## src/rtl/hamming_secded_stream_decoder.sv

```systemverilog
// Streaming Hamming SEC / SECDED decoder for any DATA_W in 4..57.
// Two registered stages (syndrome, then classify/correct) with saturating error counters.
module hamming_secded_stream_decoder #(
  parameter  int DATA_W = 16,
  parameter  int SECDED = 1,
  parameter  int CNT_W  = 16,
  localparam int PAR_W  = (DATA_W <= 4)  ? 3 :
                          (DATA_W <= 11) ? 4 :
                          (DATA_W <= 26) ? 5 : 6,
  localparam int CODE_W = DATA_W + PAR_W + SECDED
) (
  input  logic              clk,
  input  logic              rst_n,
  input  logic              in_valid,
  output logic              in_ready,
  input  logic [CODE_W-1:0] in_code,
  output logic              out_valid,
  input  logic              out_ready,
  output logic [DATA_W-1:0] out_data,
  output logic              out_sb_err,
  output logic              out_db_err,
  output logic [PAR_W-1:0]  out_syndrome,
  input  logic              clr_cnt,
  output logic [CNT_W-1:0]  corr_cnt,
  output logic [CNT_W-1:0]  unc_cnt
);

  localparam int N = DATA_W + PAR_W;
  localparam logic [PAR_W:0] N_MAX = (PAR_W + 1)'(N);

  function automatic logic [DATA_W-1:0] extract(input logic [N-1:0] c);
    logic [DATA_W-1:0] d;
    int j;
    d = '0;
    j = 0;
    for (int i = 0; i < N; i++) begin
      // non-power-of-two positions carry data, in ascending order
      if ((((i + 1) & i) != 0) && (j < DATA_W)) begin
        d[j] = c[i];
        j++;
      end
    end
    return d;
  endfunction

  logic             s1_valid_q;
  logic [N-1:0]     s1_code_q;
  logic [PAR_W-1:0] s1_syn_q;
  logic             s1_ovp_q;
  logic [PAR_W-1:0] syn_d;

  logic              out_valid_q;
  logic [DATA_W-1:0] out_data_q;
  logic              out_sb_q;
  logic              out_db_q;
  logic [PAR_W-1:0]  out_syn_q;

  logic [CNT_W-1:0] corr_q, corr_d;
  logic [CNT_W-1:0] unc_q, unc_d;

  logic out_free, s1_free, fire;

  assign out_free = !out_valid_q || out_ready;
  assign s1_free  = !s1_valid_q || out_free;
  assign in_ready = rst_n && s1_free;
  assign fire     = out_valid_q && out_ready;

  always_comb begin
    syn_d = '0;
    for (int i = 0; i < N; i++) begin
      if (in_code[i]) syn_d = syn_d ^ PAR_W'(i + 1);
    end
  end

  always_ff @(posedge clk) begin
    if (!rst_n) begin
      s1_valid_q <= 1'b0;
      s1_code_q  <= '0;
      s1_syn_q   <= '0;
      s1_ovp_q   <= 1'b0;
    end else if (s1_free) begin
      s1_valid_q <= in_valid;
      if (in_valid) begin
        s1_code_q <= in_code[N-1:0];
        s1_syn_q  <= syn_d;
        s1_ovp_q  <= ^in_code;
      end
    end
  end

  logic              syn_zero, in_range, flip;
  logic              sb_d, db_d;
  logic [N-1:0]      fix_code;
  logic [DATA_W-1:0] data_d;

  always_comb begin
    syn_zero = (s1_syn_q == '0);
    in_range = !syn_zero && ({1'b0, s1_syn_q} <= N_MAX);
    sb_d = 1'b0;
    db_d = 1'b0;
    flip = 1'b0;
    if (SECDED != 0) begin
      unique case (1'b1)
        (!s1_ovp_q && syn_zero): ;
        (s1_ovp_q && syn_zero):  sb_d = 1'b1;
        (s1_ovp_q && in_range): begin
          sb_d = 1'b1;
          flip = 1'b1;
        end
        (s1_ovp_q && !syn_zero && !in_range): db_d = 1'b1;
        default: db_d = 1'b1;
      endcase
    end else begin
      unique case (1'b1)
        syn_zero: ;
        in_range: begin
          sb_d = 1'b1;
          flip = 1'b1;
        end
        default: db_d = 1'b1;
      endcase
    end
    fix_code = s1_code_q;
    for (int i = 0; i < N; i++) begin
      if (flip && (s1_syn_q == PAR_W'(i + 1))) fix_code[i] = ~s1_code_q[i];
    end
    data_d = extract(fix_code);
  end

  always_ff @(posedge clk) begin
    if (!rst_n) begin
      out_valid_q <= 1'b0;
      out_data_q  <= '0;
      out_sb_q    <= 1'b0;
      out_db_q    <= 1'b0;
      out_syn_q   <= '0;
    end else if (out_free) begin
      out_valid_q <= s1_valid_q;
      if (s1_valid_q) begin
        out_data_q <= data_d;
        out_sb_q   <= sb_d;
        out_db_q   <= db_d;
        out_syn_q  <= s1_syn_q;
      end
    end
  end

  always_comb begin
    corr_d = corr_q;
    unc_d  = unc_q;
    if (clr_cnt) begin
      corr_d = '0;
      unc_d  = '0;
    end else begin
      if (fire && out_sb_q && (corr_q != '1)) corr_d = corr_q + CNT_W'(1);
      if (fire && out_db_q && (unc_q != '1))  unc_d  = unc_q + CNT_W'(1);
    end
  end

  always_ff @(posedge clk) begin
    if (!rst_n) begin
      corr_q <= '0;
      unc_q  <= '0;
    end else begin
      corr_q <= corr_d;
      unc_q  <= unc_d;
    end
  end

  assign out_valid    = out_valid_q;
  assign out_data     = out_data_q;
  assign out_sb_err   = out_sb_q;
  assign out_db_err   = out_db_q;
  assign out_syndrome = out_syn_q;
  assign corr_cnt     = corr_q;
  assign unc_cnt      = unc_q;

endmodule
```

## config.mk

```make
export PLATFORM = sky130hd
export DESIGN_NAME = hamming_secded_stream_decoder
export DESIGN_NICKNAME = d
export VERILOG_FILES = /design/src/rtl/hamming_secded_stream_decoder.sv
export SDC_FILE = /design/constraint.sdc
export NUM_CORES = 1
export LEC_CHECK = 0
export ABC_CLOCK_PERIOD_IN_PS = 2000
export CAP_MARGIN = 5
export CORE_AREA = 10 10 105 107
export DETAILED_ROUTE_END_ITERATION = 10
export DIE_AREA = 0 0 115 117
export GPL_ROUTABILITY_DRIVEN = 0
export MAX_ROUTING_LAYER = met4
export PLACE_DENSITY = 0.71
export SYNTH_ARGS = -nofsm -noshare
export SYNTH_HDL_FRONTEND = slang
export SYNTH_SLANG_ARGS = --single-unit
```

## constraint.sdc

```tcl
create_clock -name clk -period 2 [get_ports clk]
set_input_delay 0.3 -clock clk [delete_from_list [all_inputs] [get_ports clk]]
set_output_delay 0.3 -clock clk [all_outputs]
set_load 0.03 [all_outputs]
```

Yosys cells after proc, flatten, opt, wreduce, memory -nomap -nowiden
Cells that the tools add are included.
- memories kept: 0
- flip-flop bits (word level): 84
- latch bits: 0
- logic and storage cells: 148
- RAM bits: 0
- bits in read-only memories: 0
- bits of input ports: 27
- output and inout port bits: 57
- multipliers: 0
- mux-type cells: 40
- add/sub/neg operators: 2
- reduce and logical (&&, ||, !) cells: 39
- divide/modulo/power cells: 0
- bitwise gates (word level): 37
- $lt $le $gt $ge: 1
- eq/ne operators: 18
- shifts and indexed selects: 0
- operators with widths (operator ; number):
    equality test 5 x 4 -> 1 bit, second input constant ; 7
    adder 16 x 1 -> 16 bit, second input constant ; 2
    2-to-1 mux 4 bit ; 8
    inequality test 16 bit, second input constant ; 2
    2-to-1 mux 5 bit ; 6
    logical AND 1 bit ; 26
    equality test 5 bit, second input constant ; 5
    XOR reduction 22 bit ; 1
    2-to-1 mux 1 bit ; 20
    inverter 2 bit ; 9
    inverter 3 bit ; 6
    inverter 1 bit ; 17
    equality test 5 x 3 -> 1 bit, second input constant ; 3
    2-to-1 mux 3 bit ; 4
    equality test 5 x 2 -> 1 bit, second input constant ; 1
    <= comparator 5 bit, second input constant ; 1
    zero test 5 bit ; 1
    zero test 1 bit ; 4
    2-to-1 mux 2 bit ; 2
    inverter 1 bit, first input constant ; 4
    inverter 4 bit ; 1
    AND reduction 2 bit ; 2
    OR reduction 2 bit ; 2
    OR reduction 3 bit ; 1
    logical OR 1 bit ; 2

Depth between registers and ports, before layout
Gate-level depths: netlist of run 1.
- depth in word-level cells: 37
- depth in mapped cells: 7
- gate-level depth less buffers: 6

Least setup slack after synthesis of run 1
No wires, ideal clock.
- path type: reg2reg
- start point: register corr_q[0] (netlist: corr_cnt[0])
- end point: register corr_q[14] (netlist: corr_cnt[14])
- stages on the path, launching flop included: 8
- setup time: 0.128 ns
- period minus slack after synthesis: 1.927 ns
- arrival: 1.799 ns
- setup slack: 0.073 ns
- data required time: 1.872 ns
- path buffers: 1
- cell sequence: dfxtp_1 -> ha_1 -> and3_1 -> nand4_2 -> buf_6 -> or3_4 -> xor2_1 -> nor2_1
- word-level cells in the longest chain between the ends: 2
- elaborated cells between the ends (all ways): 3
- ends and longest elaborated chain (item ; RTL line ; RTL):
    from (decl) ; 58 ; logic [CNT_W-1:0] corr_q, corr_d;
    from (signal assigned) ; 165 ; corr_q <= corr_d;
    parallel branches: the longest is 2 deep, another holds adder 16 x 1 -> 16 bit ; - ;
Several ways; the timed one is not identified.
A chain may end at the register's enable or synchronous reset.

Final worst setup path of run 1
- start point: register corr_q[11] (netlist: corr_cnt[11])
- end point: output port corr_cnt[11]
- RTL lines (item ; RTL line ; RTL):
    to (decl) ; 24 ; output logic [CNT_W-1:0] corr_cnt,
No word-level cell between the ends.

==> results.sh, run 1 <==
export IMPL_status="finished, final reports clean"
export IMPL_fin_crit_ns=1.828
export IMPL_finalClockSkew_ns=0.007935
export IMPL_cts_hold_buf=0
export IMPL_crit_family="buffers and inverters"
export IMPL_wl_met1_um=4087
export IMPL_die_h_um=117
export IMPL_area_growth_pct=31.20
export IMPL_first_pass_iters=4
export IMPL_die_width_um=115
export IMPL_syn_area_um2=3946
export IMPL_cts_root_buf="clkbuf_8"
export IMPL_antenna_cells=0
export IMPL_fmax_mhz=546.9
export IMPL_num_rows=35
export IMPL_end_kind="output pin"
export IMPL_top_layer="met4"
export IMPL_ff2ff_setup_slack_ns=0.18
export IMPL_dieArea_um2=13460
export IMPL_antenna_found_initial=0
export IMPL_ys_seq_area_share_pct=40.08
export IMPL_path_clk_slew_ns=0.08
export IMPL_path_max_fanout=5
export IMPL_dp_hpwl_um=7226
export IMPL_nFillCells=827
export IMPL_crit_path_max_incr_delay_ns=0.72
export IMPL_synthArstFlopShare_pct=0
export IMPL_post_route_period_util_pct=91.42
export IMPL_synthesis_nets=487
export IMPL_drt_iter0_drc=277
export IMPL_multiInputGateArea_um2=2223
export IMPL_yosys_top_cells_area="dfxtp_1 (40%), xnor2_1 (8.7%), xor2_1 (6.2%)"
export IMPL_wl_met3_um=668
export IMPL_final_nets=575
export IMPL_rsz0062_at_grt="no"
export IMPL_slew_viol_final=0
export IMPL_path_class="reg2out"
export IMPL_vias=3396
export IMPL_htreeDepth=3
export IMPL_ioPinCount=84
export IMPL_grt_pass1_wl_um=15550
export IMPL_critPathBufInv=1
export IMPL_grt_pass1_vias=3320
export IMPL_layout_common_cells="clkdlybuf4s50_1 (82), dfxtp_1 (79), nand2_1 (65)"
export IMPL_final_common_cell="clkdlybuf4s50_1"
export IMPL_setup_ws_ns=0.1715
export IMPL_grt_max_degree=47
export IMPL_post_cts_setup_buffers=0
export IMPL_powerDensity_nw_per_um2=688.0
export IMPL_required_ns=1.70
export IMPL_synth_ff_type="dfxtp_1"
export IMPL_met2WireLength_um=4498
export IMPL_seq_area_um2=1582
export IMPL_setup_viol=0
export IMPL_yosys_register_bits=79
export IMPL_placed_cells=646
export IMPL_overflow=0
export IMPL_vias_per_cell=5.138
export IMPL_io_buffers=83
export IMPL_p_leak_uw=0.001838
export IMPL_p_total_uw=3562
export IMPL_cap_violations=0
export IMPL_antenna_left=0
export IMPL_synth_edf_count=0
export IMPL_netlist_area_leader_share_pct=40.08
export IMPL_clock_tree_buffer_depth=2
export IMPL_final_util_pct=57.39
export IMPL_track_usage_pct=14.35
export IMPL_avgSynthCellArea_um2=8.616
export IMPL_postSynthCellCount=458
export IMPL_fp_coreArea_um2=9021
export IMPL_arrival_ns=1.53
export IMPL_drcViolationCount=0
export IMPL_drive_gt1_share_pct=8.545
export IMPL_clkLatencyLatePin_ns=0.34
export IMPL_dpl_worst_slack_ns=-0.01780
export IMPL_initial_core_util_pct=43.74
export IMPL_crit_chain="clkdlybuf4s50_1"
export IMPL_cts_buffers=9
export IMPL_yosysTopAreaCell="dfxtp_1"
export IMPL_hold_viol=0
export IMPL_max_vdd_ir_drop_mv=0.3509
export IMPL_cts_tree="built"
export IMPL_critPathLaunchType="register"
export IMPL_clock_sinks=79
export IMPL_yosys_cell_types_count=44
export IMPL_wirelength_um=9343
export IMPL_yosysWarnings=0
export IMPL_slowest_stage="clkdlybuf4s50_1"
export IMPL_worst_pin_slew_ns=0.4661
export IMPL_max_slew_margin_rel_pct=68.93
export IMPL_avgRoutedWirePerCell_um=14.13
export IMPL_stdcell_count=661
export IMPL_hold_path_class="reg2reg"
what timing repair did:
action,4_1_cts,5_1_grt
hold endpoints to repair,0,0
endpoints found under the setup margin,0,2
resized for setup,0,1
logic make-up after synthesis:
family / synth area share, %
AND/OR/NAND/NOR: 23.91
multiplexers: 0.2537
buffers and inverters: 3.868
AO/OA/AOI/OAI: 12.56
XOR/XNOR: 18.71
flip-flops: 40.08
adder cells (fa/ha/maj): 0.6340
cell usage after synthesis, types with 2 or more instances:
cell and n:
nand2_1 65, and2b_1 2, nor3_1 6, nor2b_1 4
inv_1 4, xnor2_1 39, nand4_1 6, and2_1 3
buf_6 3, o2111ai_1 4, and4_4 2, nor2_1 58
and3_1 11, clkbuf_1 15, ha_1 2, nor3b_1 3
xor2_1 28, a21oi_1 32, or3_1 3, o211ai_1 7
nand3_1 14, and4_1 3, nand4_2 2, a211oi_1 24
nand2b_1 2, buf_2 8, xnor3_1 6, buf_1 2
nor4b_2 2, o21ai_0 6, dfxtp_1 79
worst paths after layout:
check / endpoint / startpoint / cells past startpoint
max reg2reg: corr_cnt[1] / corr_cnt[1] / 7
max: corr_cnt[11] / corr_cnt[11] / 1
min: out_syndrome[3] / out_syndrome[3] / 2
min reg2reg: out_syndrome[3] / out_syndrome[3] / 2
layer usage:
layer  global-route usage (%)  vias up
met4                    5.693        0
met3                    3.211        8
li1                         -     1754
met1                    16.37     1543
met5                        -        -
met2                    23.99       91
sequential cells by signal, summed over array words and instances, names as in the netlist:
name	count
out_sb_err	1
s1_valid_q	1
s1_code_q	16
s1_syn_q	5
out_syndrome	5
s1_ovp_q	1
out_data	16
unc_cnt	16
corr_cnt	16
out_valid	1
out_db_err	1
report_power, final:
| part | internal [uW] | total, uW | switching [uW] |
|---|---|---|---|
| combinational | 358 | 706 | 348 |
| clock | 569 | 1130 | 563 |
| sequential | 1640 | 1720 | 78.5 |
| total | 2570 | 3560 | 989 |
stage by stage:
step	instance area (um^2)	hold WS, ns	TNS, ns
after global routing	5177	0.4866	0
final	5177	0.4551	0
after floorplan	3946	0.4174	0
after global placement	4981	0.4449	0
after detailed placement	4981	0.4486	-0.01780
after CTS	5169	0.4588	0
cell type report:
| type | count | share of cell area (%) |
|---|---|---|
| Tap cell | 111 | 2.682 |
| Multi-Input combinational cell | 347 | 42.94 |
| Timing Repair Buffer | 105 | 19.91 |
| Inverter | 4 | 0.2900 |
| Clock buffer | 10 | 2.465 |
| Clock inverter | 5 | 1.160 |
| Sequential cell | 79 | 30.55 |
worst min-delay path: stages, from the launching register on:
cell and delay [ns]:
dfxtp_1 0.31, nand2_1 0.05, a21oi_1 0.05
(Power assumes the default switching activity.)
==> inputs of run 2 (changes only) <==
Settings changed: CORE_AREA 10 10 105 107 to 10 10 118 120, DIE_AREA 0 0 115 117 to 0 0 128 130, PLACE_DENSITY 0.71 to not set.
==> run 2 against run 1 <==
Non-clock buffer count rose by 3. Die area rose by 24%. Via count rose by 0.53%. Register-to-register slack got worse by 0.05 ns. Core utilization fell by 12 points. Sequential share of layout area fell by 0.98 points. Flip-flop and latch count did not move. Cell count rose by 6.1%. First-iteration DRC count rose by 6.1%. Setup slack got worse by 0.037 ns. Worst hold slack got worse by 0.0030 ns. Sequential power barely moved. Highest routed layer unchanged.
==> results.sh, run 2 (synthesis gave the netlist of run 1 again) <==
export IMPL_seqPwrFrac_pct=42.4
export IMPL_layout_common_cells="clkdlybuf4s50_1 (82), dfxtp_1 (79), nand2_1 (65)"
export IMPL_initial_core_util_pct=33.70
export IMPL_post_dp_cell_area_um2=5041
export IMPL_cap_violations=0
export IMPL_antenna_found_initial=0
export IMPL_grt_pass1_vias=3267
export IMPL_vias_per_cell=4.870
export IMPL_ff2ff_setup_slack_ns=0.13
export IMPL_finalInstanceArea_um2=5349
export IMPL_combPwrFrac_pct=18.0
export IMPL_final_common_cell="clkdlybuf4s50_1"
export IMPL_antenna_cells=0
export IMPL_track_usage_pct=11.85
export IMPL_hold_viol=0
export IMPL_p_int_uw=3007
export IMPL_p_sw_share_pct=25.72
export IMPL_num_rows=40
export IMPL_first_pass_iters=4
export IMPL_grt_pass1_wl_um=15750
export IMPL_p_leak_uw=0.001919
export IMPL_ioPinCount=84
export IMPL_drive_gt1_share_pct=9.025
export IMPL_setup_tns_ns=0
export IMPL_hold_path_class="reg2reg"
export IMPL_p_sw_uw=1041
export IMPL_die_h_um=130
export IMPL_crit_chain="ha_1 > and3_1 > nand4_4 > o211ai_1 > buf_4 > or4_1 > a21oi_1"
export IMPL_setup_viol=0
export IMPL_powerDensity_nw_per_um2=756.9
export IMPL_path_max_fanout=7
export IMPL_grt_max_degree=47
export IMPL_fmax_mhz=536.1
export IMPL_wirelength_um=9872
export IMPL_crit_path_max_incr_delay_ns=0.40
export IMPL_drcViolationCount=0
export IMPL_rsz0062_at_grt="no"
export IMPL_clkLatencyLatePin_ns=0.33
export IMPL_io_buffers=83
export IMPL_dp_hpwl_um=7597
export IMPL_required_ns=2.26
export IMPL_htreeDepth=3
export IMPL_holdWs_ns=0.4521
export IMPL_overflow=0
export IMPL_avgRoutedWirePerCell_um=14.08
export IMPL_vias=3414
export IMPL_antenna_left=0
export IMPL_post_route_period_util_pct=93.26
export IMPL_arrival_ns=2.13
export IMPL_drt_iter0_drc=294
export IMPL_critPathLaunchType="register"
export IMPL_worst_pin_slew_ns=0.4560
export IMPL_fin_crit_ns=1.865
export IMPL_nFillCells=1175
export IMPL_die_width_um=128
export IMPL_area_growth_pct=35.54
export IMPL_clock_sinks=79
export IMPL_slowest_stage="or4_1"
export IMPL_cts_buffers=9
export IMPL_max_slew_margin_rel_pct=69.60
export IMPL_crit_family="simple AND/OR/NAND/NOR gates"
export IMPL_final_nets=578
export IMPL_fp_coreArea_um2=11710
export IMPL_cts_tree="built"
export IMPL_cts_root_buf="clkbuf_16"
export IMPL_end_kind="register"
export IMPL_path_clk_slew_ns=0.06
export IMPL_status="finished, final reports clean"
export IMPL_clockPowerShare_pct=39.6
export IMPL_critPathBufInv=1
export IMPL_path_class="reg2reg"
export IMPL_dieArea_um2=16640
export IMPL_clock_tree_buffer_depth=2
export IMPL_finalClockSkew_ns=0.004746
export IMPL_slew_viol_final=0
export IMPL_max_vdd_ir_drop_mv=0.4258
## run 2: cell types whose count changed in the layout (fill, tap and decap cells not counted)
cell	before	now
clkinv_2	0	3
clkbuf_8	9	1
clkinvlp_4	4	0
clkbuf_16	0	9
buf_4	20	23
clkbuf_1	1	2
## run 2: final timing paths
path | startpoint | end | cells after the start
hold reg to reg | out_syndrome[4] | out_syndrome[4] | 2
setup reg to reg | corr_cnt[1] | corr_cnt[15] | 7
hold / removal | out_syndrome[4] | out_syndrome[4] | 2
setup / recovery | corr_cnt[1] | corr_cnt[15] | 7
## run 2: timing repair
item,CTS,global route
hold buffers,0,0
resized for setup,0,1
buffers inserted,0,1
endpoints found under the setup margin,0,5
## run 2: final cells by class
| class | instances | area [um^2] | area share [%] |
|---|---|---|---|
| Clock buffer | 12 | 246.5 | 4.608 |
| Clock inverter | 4 | 45.04 | 0.8421 |
| Multi-Input combinational cell | 347 | 2223 | 41.57 |
| Inverter | 4 | 15.01 | 0.2807 |
| Sequential cell | 79 | 1582 | 29.57 |
| Timing Repair Buffer | 108 | 1054 | 19.70 |
| Tap cell | 147 | 183.9 | 3.439 |
## run 2: power by group through the flow
stage | Sequential, uW | Clock [uW] | Combinational [uW]
2_1_floorplan | 1790 | 0 | 426
3_3_place_gp | 1750 | 0 | 729
3_5_place_dp | 1750 | 0 | 735
6_report | 1720 | 1600 | 728
5_1_grt | 1730 | 1730 | 792
4_1_cts | 1720 | 1650 | 737
## run 2: worst min-delay path, cell delays in order, from the launching register on
cell and delay [ns]:
dfxtp_1 0.30, nand2_1 0.05, a21oi_1 0.05
## run 2: stage by stage
stage | setup slack [ns] | total power, uW | util (%) | std cells
floorplan | 0.07300 | 2211 | - | 458
global placement | -0.01276 | 2479 | 43.04 | 684
finish | 0.1348 | 4048 | 45.67 | 701
CTS | 0.1036 | 4105 | 45.53 | 700
detailed placement | -0.04647 | 2487 | 43.04 | 684
global route | 0.02634 | 4255 | 45.67 | 701
## run 2: metal layers
layer / part of all wire (%) / GRT usage (%) / routed length, um / up-vias
li1: - / - / - / 1753
met1: 45 / 14.20 / 4463 / 1575
met2: 49 / 19.21 / 4806 / 77
met4: 1.0 / 3.642 / 101 / 0
met5: 0 / - / 0 / -
met3: 5.1 / 3.002 / 501 / 9
